### src/rtl/czioport.sv
// czioport: port-mapped I/O responder with GPO latch, synchronised GPI with
// change interrupt, and a prescaled 16-bit down-timer with interrupt.
module czioport #(
    parameter logic [7:0] BASE     = 8'h00,
    parameter int         PRESCALE = 16
) (
    input  logic       CLK,
    input  logic       xRESETN_P,
    input  logic [7:0] xPORTID_P,
    input  logic [7:0] xOUTPORT_P,
    input  logic       xWSTROBE_P,
    input  logic       xWSTROBEK_P,
    input  logic       xRSTROBE_P,
    input  logic [7:0] xGPI_P,
    output logic [7:0] xINPORT_P,
    output logic [7:0] xGPO_P,
    output logic       xINT0_P,
    output logic       xINT1_P
);
    localparam int PW = PRESCALE > 1 ? $clog2(PRESCALE) : 1;

    logic [7:0]    reload_l, reload_h, hi_snap, gpi_s1, gpi_s2, gpi_prev, rd;
    logic [3:0]    ctrl;
    logic          tpend, gpend;
    logic [15:0]   cnt;
    logic [PW-1:0] pre;
    logic          hit, we, wr_ctrl, ten_rise, tick, expire, gpi_chg;
    logic [2:0]    off;

    assign hit      = xPORTID_P[7:3] == BASE[7:3];
    assign off      = xPORTID_P[2:0];
    // OUTPUTK only decodes PORTID[3], so the upper nibble is don't-care
    assign we       = (xWSTROBE_P && hit) || (xWSTROBEK_P && xPORTID_P[3] == BASE[3]);
    assign wr_ctrl  = we && off == 3'd4;
    assign ten_rise = wr_ctrl && xOUTPORT_P[0] && !ctrl[0];
    assign tick     = ctrl[0] && pre == PW'(PRESCALE - 1);
    assign expire   = tick && cnt == 16'd0;
    assign gpi_chg  = gpi_s2 != gpi_prev;

    always_comb begin
        rd = 8'h00;
        if (hit)
            case (off)
                3'd0: rd = xGPO_P;
                3'd1: rd = gpi_s2;
                3'd2: rd = reload_l;
                3'd3: rd = reload_h;
                3'd4: rd = {4'h0, ctrl};
                3'd5: rd = {6'b0, gpend, tpend};
                3'd6: rd = cnt[7:0];
                default: rd = hi_snap;
            endcase
    end

    always_ff @(posedge CLK or negedge xRESETN_P) begin
        if (!xRESETN_P) begin
            xGPO_P    <= '0;
            reload_l  <= '0;
            reload_h  <= '0;
            ctrl      <= '0;
            tpend     <= 1'b0;
            gpend     <= 1'b0;
            cnt       <= '0;
            hi_snap   <= '0;
            pre       <= '0;
            gpi_s1    <= '0;
            gpi_s2    <= '0;
            gpi_prev  <= '0;
            xINPORT_P <= '0;
            xINT0_P   <= 1'b0;
            xINT1_P   <= 1'b0;
        end else begin
            if (we && off == 3'd0) xGPO_P <= xOUTPORT_P;
            if (we && off == 3'd2) reload_l <= xOUTPORT_P;
            if (we && off == 3'd3) reload_h <= xOUTPORT_P;
            if (wr_ctrl) ctrl <= xOUTPORT_P[3:0];
            else if (expire && !ctrl[1]) ctrl[0] <= 1'b0;
            pre <= (!ctrl[0] || tick) ? '0 : pre + 1'b1;
            if (ten_rise) cnt <= {reload_h, reload_l};
            else if (tick) cnt <= cnt != 16'd0 ? cnt - 16'd1 : (ctrl[1] ? {reload_h, reload_l} : 16'd0);
            // a set in the same cycle as its W1C clear wins
            tpend <= expire || (tpend && !(we && off == 3'd5 && xOUTPORT_P[0]));
            gpend <= gpi_chg || (gpend && !(we && off == 3'd5 && xOUTPORT_P[1]));
            gpi_s1   <= xGPI_P;
            gpi_s2   <= gpi_s1;
            gpi_prev <= gpi_s2;
            if (xRSTROBE_P && hit && off == 3'd6) hi_snap <= cnt[15:8];
            xINPORT_P <= rd;
            xINT0_P   <= tpend & ctrl[2];
            xINT1_P   <= gpend & ctrl[3];
        end
    end
endmodule
### config.mk
export PLATFORM = sky130hd
export DESIGN_NAME = czioport
export DESIGN_NICKNAME = d
export VERILOG_FILES = /design/src/rtl/czioport.sv
export SDC_FILE = /design/constraint.sdc
export NUM_CORES = 1
export LEC_CHECK = 0
export CELL_PAD_IN_SITES_DETAIL_PLACEMENT = 1
export CELL_PAD_IN_SITES_GLOBAL_PLACEMENT = 1
export CORE_AREA = 2 2 115 117
export CTS_CLUSTER_SIZE = 12
export DETAILED_ROUTE_END_ITERATION = 8
export DIE_AREA = 0 0 117 119
export GPL_ROUTABILITY_DRIVEN = 0
export PLACE_DENSITY = 0.7
export SYNTH_ARGS = -nofsm -noshare
export SYNTH_HDL_FRONTEND = slang
export SYNTH_SLANG_ARGS = --single-unit
export TNS_END_PERCENT = 10
### constraint.sdc
create_clock -name CLK -period 2.1 [get_ports CLK]
set_clock_uncertainty 0.05 [all_clocks]
set_input_delay 0.315 -clock CLK [delete_from_list [all_inputs] [get_ports CLK]]
set_output_delay 0.315 -clock CLK [all_outputs]
set_load 0.01 [all_outputs]
---- Word-level counts from Yosys, hierarchy flattened ----
Cells that the tools add are included.
storage, ports and cells
  register bits after elaboration ......... 92
  output and inout port bits .............. 18
  logic and storage cells ................. 70
cells by class
  $add $sub $neg .......................... 2
  equality and inequality tests ........... 8
  mux-type cells .......................... 9
  bitwise gates (word level) .............. 3
  reductions and logical operators ........ 32
operators with widths
  cell                   number
  $mux 16                4
  $pmux 8 s7             1
  $logic_and 1x1->1      18
  $logic_not 16->1       1
  $reduce_bool 16->1     1
  $sub 16x1->16 const B  1
  $eq 3x3->1 const B     3
  $mux 8                 1
  $ne 8x8->1             1
  $eq 3x2->1 const B     2
  $logic_not 5->1        1
  $add 4x1->4 const B    1
  $eq 4x4->1 const B     1
  $logic_not 1->1        4
  $logic_or 1x1->1       4
  $mux 4                 1
  $reduce_bool 2->1      2
  $eq 3x1->1 const B     1
  $logic_not 3->1        1
  $and 1x1->1            2
  $mux 1                 2
  $not 1->1              1

---- Depth between registers and ports, before layout ----
Gate-level depths: netlist of run 1.
  depth in word-level cells ............... 8
  depth in mapped cells ................... 8

---- Least setup slack after synthesis of run 1 ----
OpenSTA, ideal clock, no wires.
  path kind ............................... register -> register
  start ................................... reg cnt[0]
  end ..................................... reg cnt[10]
  data arrival time ....................... 1.756 ns
  setup slack ............................. 0.173 ns
  cell stages (with the launch flop) ...... 7
  path buffers ............................ 0
  cell sequence ........................... dfrtp_1 inv_1 ha_1 or4b_4 o41ai_1 o21ai_0 a22o_1
on the way
  longest elaborated chain between the ends .. 4
  elaborated cells between the ends (all ways) .. 5
ends and longest elaborated chain
  what                                                 RTL line  RTL
  from (decl)                                          25        logic [15:0] cnt;
  from (signal assigned)                               79        if (ten_rise) cnt <= {reload_h, reload_l};
  from (signal assigned)                               80        else if (tick) cnt <= cnt != 16'd0 ? cnt - 16'd1 : (ctrl[1] ? {reload_h, reload_l} : 16'd0);
  $sub 16x1->16 or $reduce_bool 16->1 (tied branches)  80
  $mux 16 (*) (2 in series)                            80
  $mux 16 (*)                                          79
Every way passes the cells marked *; elsewhere a longest branch is shown, timed or not. The select of a mux whose other input is x is not followed.
A chain may end at the register's enable or synchronous reset.

---- Worst setup path in the final report of run 1 ----
  start ................................... in xPORTID_P[3]
  end ..................................... reg cnt[14]
on the way
  longest elaborated chain between the ends .. 7
  elaborated cells between the ends (all ways) .. 10
ends and longest elaborated chain
  what                                          RTL line  RTL
  from (decl)                                   9         input logic [7:0] xPORTID_P,
  $logic_not 5->1 or $not 1->1 (tied branches)  30, 33
  $logic_and 1x1->1                             33        assign we = (xWSTROBE_P && hit) || (xWSTROBEK_P && xPORTID_P[3] == BASE[3]);
  $logic_or 1x1->1 (*)                          33
  $logic_and 1x1->1 (*)                         34        assign wr_ctrl = we && off == 3'd4;
  $logic_and 1x1->1 (*) (2 in series)           35        assign ten_rise = wr_ctrl && xOUTPORT_P[0] && !ctrl[0];
  $mux 16 or $reduce_bool 2->1 (tied branches)  n/a
Every way passes the cells marked *; elsewhere a longest branch is shown, timed or not.

==> metrics.md, run 1 <==
| Metric | Value |
|---|---|
| Status | `complete, no violations` |
| Least-Margin Pin Slew | `0.543 ns` |
| Die W | `117 um` |
| Yosys top cell area share | `53.3%` |
| DP Wirelength | `9940 um` |
| End of the worst register-to-register path | `cnt[14]` |
| Initial Utilization | `33.6%` |
| R2r startpoint | `pre[0]` |
| Syn avg cell area | `11.5 um^2` |
| Routed length per placed instance | `20.9 um` |
| I/O pin total | `47` |
| Share of cells above drive strength 1 | `26.1%` |
| Syn_nets | `407` |
| # Post-CTS Setup Buffers | `0` |
| Synthesized instance count | `375` |
| Vias per inst | `5.42` |
| Final ANT Viol Nets | `0` |
| CP peak stage delay | `0.54 ns` |
| Main synth FF type | `dfrtp_1` |
| CTS tree | `yes` |
| Reg-to-reg slack, setup | `0.10 ns` |
| Total grt overflow | `0` |
| Final setup margin | `0.0495 ns` |
| Final Hold Viols | `0` |
| Worst-path fanout max | `13` |
| Die footprint | `13,900 um^2` |
| Worst hold start | `gpi_s1[3]` |
| DR vias | `3,514` |
| Post-synth EDFFs | `0` |
| Nets | `499` |
| Total buffers and inverters traversed by the critical path | `3` |
| Core Area | `12,900 um^2` |
| Clk sink count | `92` |
| Hold-critical path depth | `0` |
| Critical Path, Cell by Cell | `clkdlybuf4s50_1 > nor3_4 > a32oi_2 > buf_4 > o32ai_2 > buf_4 > a221oi_1 > a21oi_1` |
| Post-place setup slack | `-0.271 ns` |
| Worst Path Required | `2.28 ns` |
| DRC violations left | `0` |
| Synth-to-Final Area Change | `31.3%` |
| Port bufs | `46` |
| Hold WC Path Type | `reg -> reg` |
| Clock latency on the worst-skew pair | `0.36 ns` |
| Cell mode on critical path | `buf_4` |
| Post-synth cell types | `57` |
| Cell family with most CP delay | `buffers and inverters` |
| Mapped cell area | `4320 um^2` |
| Startpoint Class | `input port` |
| Final Critical Period | `2.05 ns` |
| PD cells | `904 nW/um^2` |
| Final worst path period share | `97.6%` |
| VDD IR max | `0.000340 V` |
| CTS Buffer Depth | `2` |
| Clk root buf | `clkbuf_16` |
| CTS Buf Count | `9` |
| Global-route wire length before repair | `21,700 um` |
| Die Height | `119 um` |
| Final instance area | `5680 um^2` |
| Ant. Diodes | `0` |
| Total track usage | `20.9%` |
| Power, Total | `0.00513 W` |
| Final wirelength | `13,600 um` |
| Yosys warns | `0` |
| Largest net degree at the start of global routing | `50` |
| Final Setup Violations | `0` |
| H-tree Lvls | `3` |
| Crit path arrival time | `2.23 ns` |
| Initial antenna violation count | `0` |
| Site Rows | `42` |
| RSZ-0062 raised after global routing | `yes` |
| Critical path's slowest cell | `clkdlybuf4s50_1` |
| Worst hold endpoint | `gpi_s2[3]` |
| Sequential area share after synthesis | `53.3%` |
| Final setup TNS | `0 ns` |
| Post-synth ARST share | `100%` |
| Pre-antenna DRT Iters | `5` |
| Max-Slew Margin vs Limit | `63.5%` |
| Synth area leader | `dfrtp_1` |
| Vias in the first global route | `3,841` |
| FMAX | `0.488 GHz` |
| Starting DRT DRC Count | `250` |
| Register-to-Register Path Depth | `7` |
| Leakage | `2.41 nW` |
| Slew Limit Fails | `0` |
| Dpl cell area | `5340 um^2` |
| Setup Crit Path Kind | `in -> reg` |
| Clk pin slew, worst setup/hold paths | `0.07 ns` |
| Seq cells post-synth | `92` |
| Endpoint class of the critical path | `flop` |
| Synth top area cells | `dfrtp_1 (53%), mux2_2 (7.3%), o21ai_0 (3.8%)` |
| Max_cap viols | `0` |
## routing by layer
| metal | GRT usage [%] | vias to the layer above | part of all wire [%] |
|---|---|---|---|
| met5 | 0 | - | 0 |
| met4 | 9.12 | 0 | 2.2 |
| met3 | 3.00 | 20 | 4.0 |
| met2 | 32.7 | 99 | 49 |
| met1 | 28.7 | 1824 | 45 |
| li1 | - | 1571 | - |
## placed cells by master (no fill, tap or decap), drive strengths merged, types with 3 or more instances in the layout
cell type,synthesis,routed
a21oi,21,21
a221oi,4,4
a22oi,3,3
a32oi,7,7
and2,7,7
and3,3,3
buf,14,54
clkbuf,5,11
clkdlybuf4s50,0,45
dfrtp,92,92
ha,3,3
inv,8,10
mux2,36,36
mux2i,10,10
mux4,3,3
nand2,24,24
nand3,13,13
nor2,20,20
nor2b,3,3
nor3,15,15
nor4,3,3
o21ai,33,33
o22ai,3,3
o31ai,4,4
xor2,9,9
## how the worst max path moves through the flow
stage / startpoint / slack, ns / endpoint / cells after the start
after floorplan: cnt[0] / 0.17 / cnt[10] / 6
after global placement: xPORTID_P[3] / -0.19 / cnt[14] / 8
after detailed placement: xPORTID_P[3] / -0.27 / cnt[14] / 8
after CTS: xPORTID_P[3] / 0.06 / cnt[14] / 8
after global routing: xWSTROBE_P / -0.01 / cnt[14] / 8
final: xPORTID_P[3] / 0.05 / cnt[14] / 8
## cell families after synthesis
logic type / after synthesis / share of synthesized area (%)
compound gates: 92 / 13.7
xor+xnor: 9 / 1.82
fa+ha+maj: 3 / 0.868
buf+inv: 27 / 2.89
flops: 92 / 53.3
mux: 49 / 14.0
simple gates: 103 / 13.5
## report_power, final
part           switching, W  internal, W
clock              0.000737     0.000973
combinational      0.000497     0.000568
sequential         0.000320      0.00204
## per-stage QoR
stage	hold slack [ns]	utilization [%]	std cells
after floorplan	-0.0306	-	375
after global routing	0.309	44.1	648
after detailed placement	0.205	41.5	631
after global placement	0.194	41.5	631
final	0.301	44.1	648
after CTS	0.302	44.0	648
## flip-flops by register name, indices dropped and copies added (netlist names)
name / cells
pre: 4
gpi_prev: 8
xINT0_P: 1
gpi_s2: 8
ctrl: 4
xINPORT_P: 8
xGPO_P: 8
reload_l: 8
cnt: 16
hi_snap: 8
tpend: 1
reload_h: 8
gpi_s1: 8
gpend: 1
xINT1_P: 1
## cells in the mapped netlist, types with 4 or more instances
cell and count:
a21oi_1 20, a221oi_1 4, a32oi_1 6, and2_1 7, buf_2 10, clkbuf_1 5
dfrtp_1 92, inv_1 8, mux2_2 28, mux2_4 8, mux2i_1 10, nand2_1 24
nand3_1 13, nor2_1 19, nor3_1 13, o21ai_0 33, o31ai_1 4, xor2_1 9
## final cells by class
class                      count  area, um^2
timing repair buffer         100         903
tap                          176         220
clock inverter                 5        67.6
inverter                       8        30.0
fill                        1408        7200
sequential                    92        2300
clock buffer                  11         243
multi-input combinational    256        1910
## repair_timing
item	in CTS	in global routing
endpoints found under the setup margin	0	6
hold buffers	1	0
hold endpoints to repair	25	0
gates resized for setup	0	5
(Power assumes the default switching activity.)
==> inputs of run 2 (changes only) <==
CTS_BUF_LIST = sky130_fd_sc_hd__clkbuf_8   (was default)
SKIP_CTS_REPAIR_TIMING = 1   (was default)
SLEW_MARGIN = 15   (was default)
==> run 2 against run 1 <==
Sequential share of layout area up 0.74 points. Setup slack better by 0.075 ns. Cell count unchanged. Critical endpoint is now cnt[10]. Largest cell class unchanged.
==> metrics.md, run 2 (same netlist as run 1, synthesis figures left out) <==
| Metric | Value |
|---|---|
| Highest-count cells in the layout ignoring fill and taps | `dfrtp_1 (92), buf_4 (51), clkdlybuf4s50_1 (45)` |
| Largest net degree at the start of global routing | `50 (unchanged)` |
| Nets | `499 (unchanged)` |
| DP Wirelength | `9940 um (unchanged)` |
| CTS Buffer Depth | `2 (unchanged)` |
| Clk sink count | `92 (unchanged)` |
| Initial antenna violation count | `0 (unchanged)` |
| H-tree Lvls | `3 (unchanged)` |
| Synth-to-Final Area Change | `29.0%` |
| Setup Crit Path Kind | `reg -> reg` |
| Power, Total | `0.00469 W (-8.7%)` |
| Status | `complete, no violations` |
| RSZ-0062 raised after global routing | `no` |
| Leakage | `2.37 nW (-1.6%)` |
| Ant. Diodes | `0 (unchanged)` |
| CTS Buf Count | `9 (unchanged)` |
| Slew Limit Fails | `0 (unchanged)` |
| Commonest non-fill, non-tap cell in the layout | `dfrtp_1` |
| Port bufs | `46 (unchanged)` |
| Post-place setup slack | `-0.271 ns (unchanged)` |
| Clk root buf | `clkbuf_8` |
| I/O pin total | `47 (unchanged)` |
| Final Setup Violations | `0 (unchanged)` |
| Max reg flops | `16 (unchanged)` |
| Crit path arrival time | `2.20 ns (-0.03 ns)` |
| Final wirelength | `13,100 um (-3.0%)` |
| Die footprint | `13,900 um^2 (unchanged)` |
| Final worst path period share | `94.1% (-3.6 points)` |
| Share of cells above drive strength 1 | `26.1% (unchanged)` |
| Routed length per placed instance | `20.3 um (-3.0%)` |
| Final setup margin | `0.125 ns (+0.0753 ns)` |
| Clock latency on the worst-skew pair | `0.39 ns (+0.03 ns)` |
| Top reg by flops | `cnt` |
| Initial Utilization | `33.6% (unchanged)` |
| FMAX | `0.506 GHz (+3.8%)` |
| Vias in the first global route | `3,753 (-2.3%)` |
| DR vias | `3,457 (-1.6%)` |
| Starting DRT DRC Count | `244 (-2.4%)` |
| Final setup TNS | `0 ns (unchanged)` |
| Final Critical Period | `1.98 ns (-0.0753 ns)` |
| Final Hold Viols | `0 (unchanged)` |
| Least-Margin Pin Slew | `0.498 ns (-0.0452 ns)` |
| Max_cap viols | `0 (unchanged)` |
| Vias per inst | `5.33 (-1.6%)` |
| Final ANT Viol Nets | `0 (unchanged)` |
| Clk pin slew, worst setup/hold paths | `0.10 ns (+0.03 ns)` |
| Global-route wire length before repair | `21,300 um (-1.8%)` |
| Die Height | `119 um (unchanged)` |
| Hold WC Path Type | `in -> reg` |
| Site Rows | `42 (unchanged)` |
| Die W | `117 um (unchanged)` |
| DRC violations left | `0 (unchanged)` |
| Worst-path fanout max | `4 (-9)` |
| Pre-antenna DRT Iters | `4 (-1)` |
| Startpoint Class | `flop` |
| VDD IR max | `0.000393 V (+16%)` |
| Worst Path Required | `2.32 ns (+0.04 ns)` |
| Endpoint class of the critical path | `flop` |
| Core Util, Final | `43.3% (-0.79 points)` |
| CTS tree | `yes` |
| Total track usage | `20.4% (-0.50 points)` |
| PD cells | `841 nW/um^2 (-7.0%)` |
| Total grt overflow | `0 (unchanged)` |
| Max-Slew Margin vs Limit | `66.5% (+3.0 points)` |
| Core Area | `12,900 um^2 (unchanged)` |
## run 2: changes by cell type in the layout (fill, tap and decap cells not counted)
| cell | change |
|---|---|
| clkbuf_8 | +9 |
| inv_1 | +1 |
| nor3b_1 | +1 |
| nor3_1 | -1 |
| nor3_2 | +1 |
| nor3b_2 | -1 |
| clkbuf_1 | -1 |
| clkbuf_16 | -9 |
## run 2: area by class of cell
| cell class | count | area, um^2 |
|---|---|---|
| Timing Repair Buffer | 100 | 903 |
| Clock inverter | 6 | 71.3 |
| Sequential cell | 92 | 2300 |
| Tap cell | 176 | 220 |
| Clock buffer | 10 | 138 |
| Multi-Input combinational cell | 256 | 1910 |
| Fill cell | 1412 | 7300 |
| Inverter | 8 | 30.0 |
## run 2: worst max-delay path, cell delays in order, from the launching register on
cell and delay [ns]:
dfrtp_1 0.41, inv_2 0.10, ha_1 0.17, or4b_4 0.52, o41ai_1 0.27, o21ai_0 0.14
a22o_1 0.20
## run 2: per-layer routing
layer  part of all wire, %  vias up  track usage, %
met1                    45     1772            28.6
met5                     0        -               0
met2                    48      101            31.9
met3                   4.4       20            3.77
met4                   1.9        0            6.69
li1                      -     1564               -
## run 2: power breakdown
part	internal [W]	total [W]	leakage, nW	switching (W)
Combinational	0.000568	0.00105	1.13	0.000487
Clock	0.000595	0.00129	0.110	0.000691
Sequential	0.00204	0.00235	1.13	0.000311
## run 2: per-stage QoR
stage	hold slack, ns	cells	instance area (um^2)
2_1_floorplan	-0.0306	375	4320
3_3_place_gp	0.194	631	5340
3_5_place_dp	0.205	631	5340
4_1_cts	-0.234	647	5550
5_1_grt	0.280	648	5580
6_report	0.300	648	5580
## run 2: final timing paths
path / from / endpoint / slack, ns / cells past startpoint
hold / removal: xGPI_P[1] / gpi_s1[1] / 0.30 / 1
hold reg to reg: gpi_s1[6] / gpi_s2[6] / 0.31 / 0
max in group asynchronous: xRESETN_P / cnt[8] / 1.06 / 3
setup reg to reg: cnt[0] / cnt[10] / 0.12 / 6
min in group asynchronous: xRESETN_P / xINT0_P / 0.33 / 2
setup / recovery: cnt[0] / cnt[10] / 0.12 / 6
==> inputs of run 3 (changes only) <==
ABC_CLOCK_PERIOD_IN_PS = 2100   (was default)
==> results of run 3 <==
Same layout as run 2: the final DEF is identical, and so are final timing and power.
==> patch, RTL diff (settings of run 2) <==
Set the parameter `PRESCALE` to 64 (it was 16).
--- a/src/rtl/czioport.sv
+++ b/src/rtl/czioport.sv
@@ -4,3 +4,3 @@
     parameter logic [7:0] BASE     = 8'h00,
-    parameter int         PRESCALE = 16
+    parameter int         PRESCALE = 64
 ) (
Formal check against the unedited RTL: same outputs for any inputs over 10 cycles, from zero or initial values and one cycle with xRESETN_P low; that may be too few to reach the edited logic, so the function may still have changed.
==> patch against run 2 <==
The flow now finishes with violations (setup timing). Total power is essentially flat. Area after synthesis rose by 2.1%. Cell count increased by 2.0%. Sequential cell count rose by 2. Routed wire length decreased by 4.8%. Setup slack got worse by 0.35 ns. Design area rose by 3.3%. Synthesized cell count down 0.27%. Via count increased by 0.64%.
==> patch: results (changes against run 2) <==
Outcome
  • Status: complete, but fails checks (was finished, final reports clean)
  • Failing checks: setup timing

Yosys
  • Syn_nets: 406 (was 407)
  • Post-Synthesis Cells: 374 (was 375)
  • Synth top area cells: dfrtp_1 (53%), mux2_2 (5.1%), mux2_1 (4.1%) (was dfrtp_1 (53%), mux2_2 (7.3%), o21ai_0 (3.8%))
  • Seq/Total Area, Yosys: 53.3% (about the same)
  • Yosys cell types: 62 (was 57)

Pwr
  • Switching Share: 30.7% (was 31.8%)
  • Comb pwr share: 24.4% (was 22.5%)
  • Peak VDD IR: 0.000564 V (was 0.000393 V)
  • Leak: 2.58 nW (was 2.37 nW)
  • Clock-net power: 1.23 mW (was 1.29 mW)
  • Psw: 1.44 mW (was 1.49 mW)

Timing
  • Worst hold margin: 0.292 ns (was 0.300 ns)
  • Final setup fails: 15 (was 0)
  • Slew @ Worst Pin: 0.439 ns (was 0.498 ns)
  • Final WS setup: -0.225 ns (was 0.125 ns)
  • Final TNS setup: -2.91 ns (was 0 ns)

Setup path
  • Arr. time, crit path: 2.59 ns (was 2.20 ns)
  • Worst path max stage delay: 0.55 ns (was 0.52 ns)
  • Worst path slowest cell: or4_4 (was or4b_4)
  • Worst R2R Start: cnt[7] (was cnt[0])
  • Worst r2r path cells: 5 (was 6)
  • Reg-to-Reg End: cnt[13] (was cnt[10])
  • Cell family with most CP delay: simple AND/OR/NAND/NOR gates (was compound AO/OA/AOI/OAI gates)

Placed design
  • Post-place setup slack: -0.430 ns (was -0.271 ns)
  • Post-DP Area: 5440 um2 (was 5340 um2)
  • Placed Instances: 639 (was 631)
  • HPWL Detailed: 9.28 mm (was 9.94 mm)

Global routing
  • Vias in the first global route: 3,716 (was 3,753)
  • First-pass GRT wire length: 19.9 mm (was 21.3 mm)
  • Total GRT Usage: 18.8% (was 20.4%)

Hold path
  • Hold Crit Class: input port to asynchronous set/reset pin (was input port to register)

Clock network
  • Clock slew at reported path FFs: 0.09 ns
  • Clk buf depth: 2 (unchanged)

Cells and area
  • Fill count: 1,396 (was 1,412)
  • Final Util: 44.7% (was 43.3%)
  • Final std cells w/o fill: 661 (was 648)
  • Final net count: 512 (was 499)
  • Share of layout cells above drive strength 1: 27.2% (was 26.1%)

Drt
  • First DRT Iteration DRCs: 128 (was 244)
  • Via count: 3,479 (was 3,457)
  • DRT Wirelength: 12.5 mm (was 13.1 mm)
patch: cell type report:
type / count / area share (%)
Sequential cell: 94 / 40.8
Multi-Input combinational cell: 255 / 34.3
Timing Repair Buffer: 114 / 17.2
Tap cell: 176 / 3.82
Clock buffer: 9 / 2.15
Clock inverter: 7 / 1.28
Inverter: 6 / 0.391
patch: logic make-up after synthesis:
family                   share of synthesized area [%]
buffers and inverters                             3.69
AO/OA/AOI/OAI                                     11.9
adder cells (fa/ha/maj)                          0.851
flip-flops                                        53.3
multiplexers                                      11.7
AND/OR/NAND/NOR                                   16.1
XOR/XNOR                                          2.38
patch: metal layers:
layer  vias up  track usage, %  part of all wire, %
met4         0            5.59                  2.1
met1      1785            24.7                   44
met5         -               0                    0
met3        19            3.77                  4.0
met2        83            31.4                   50
li1       1592               -                    -
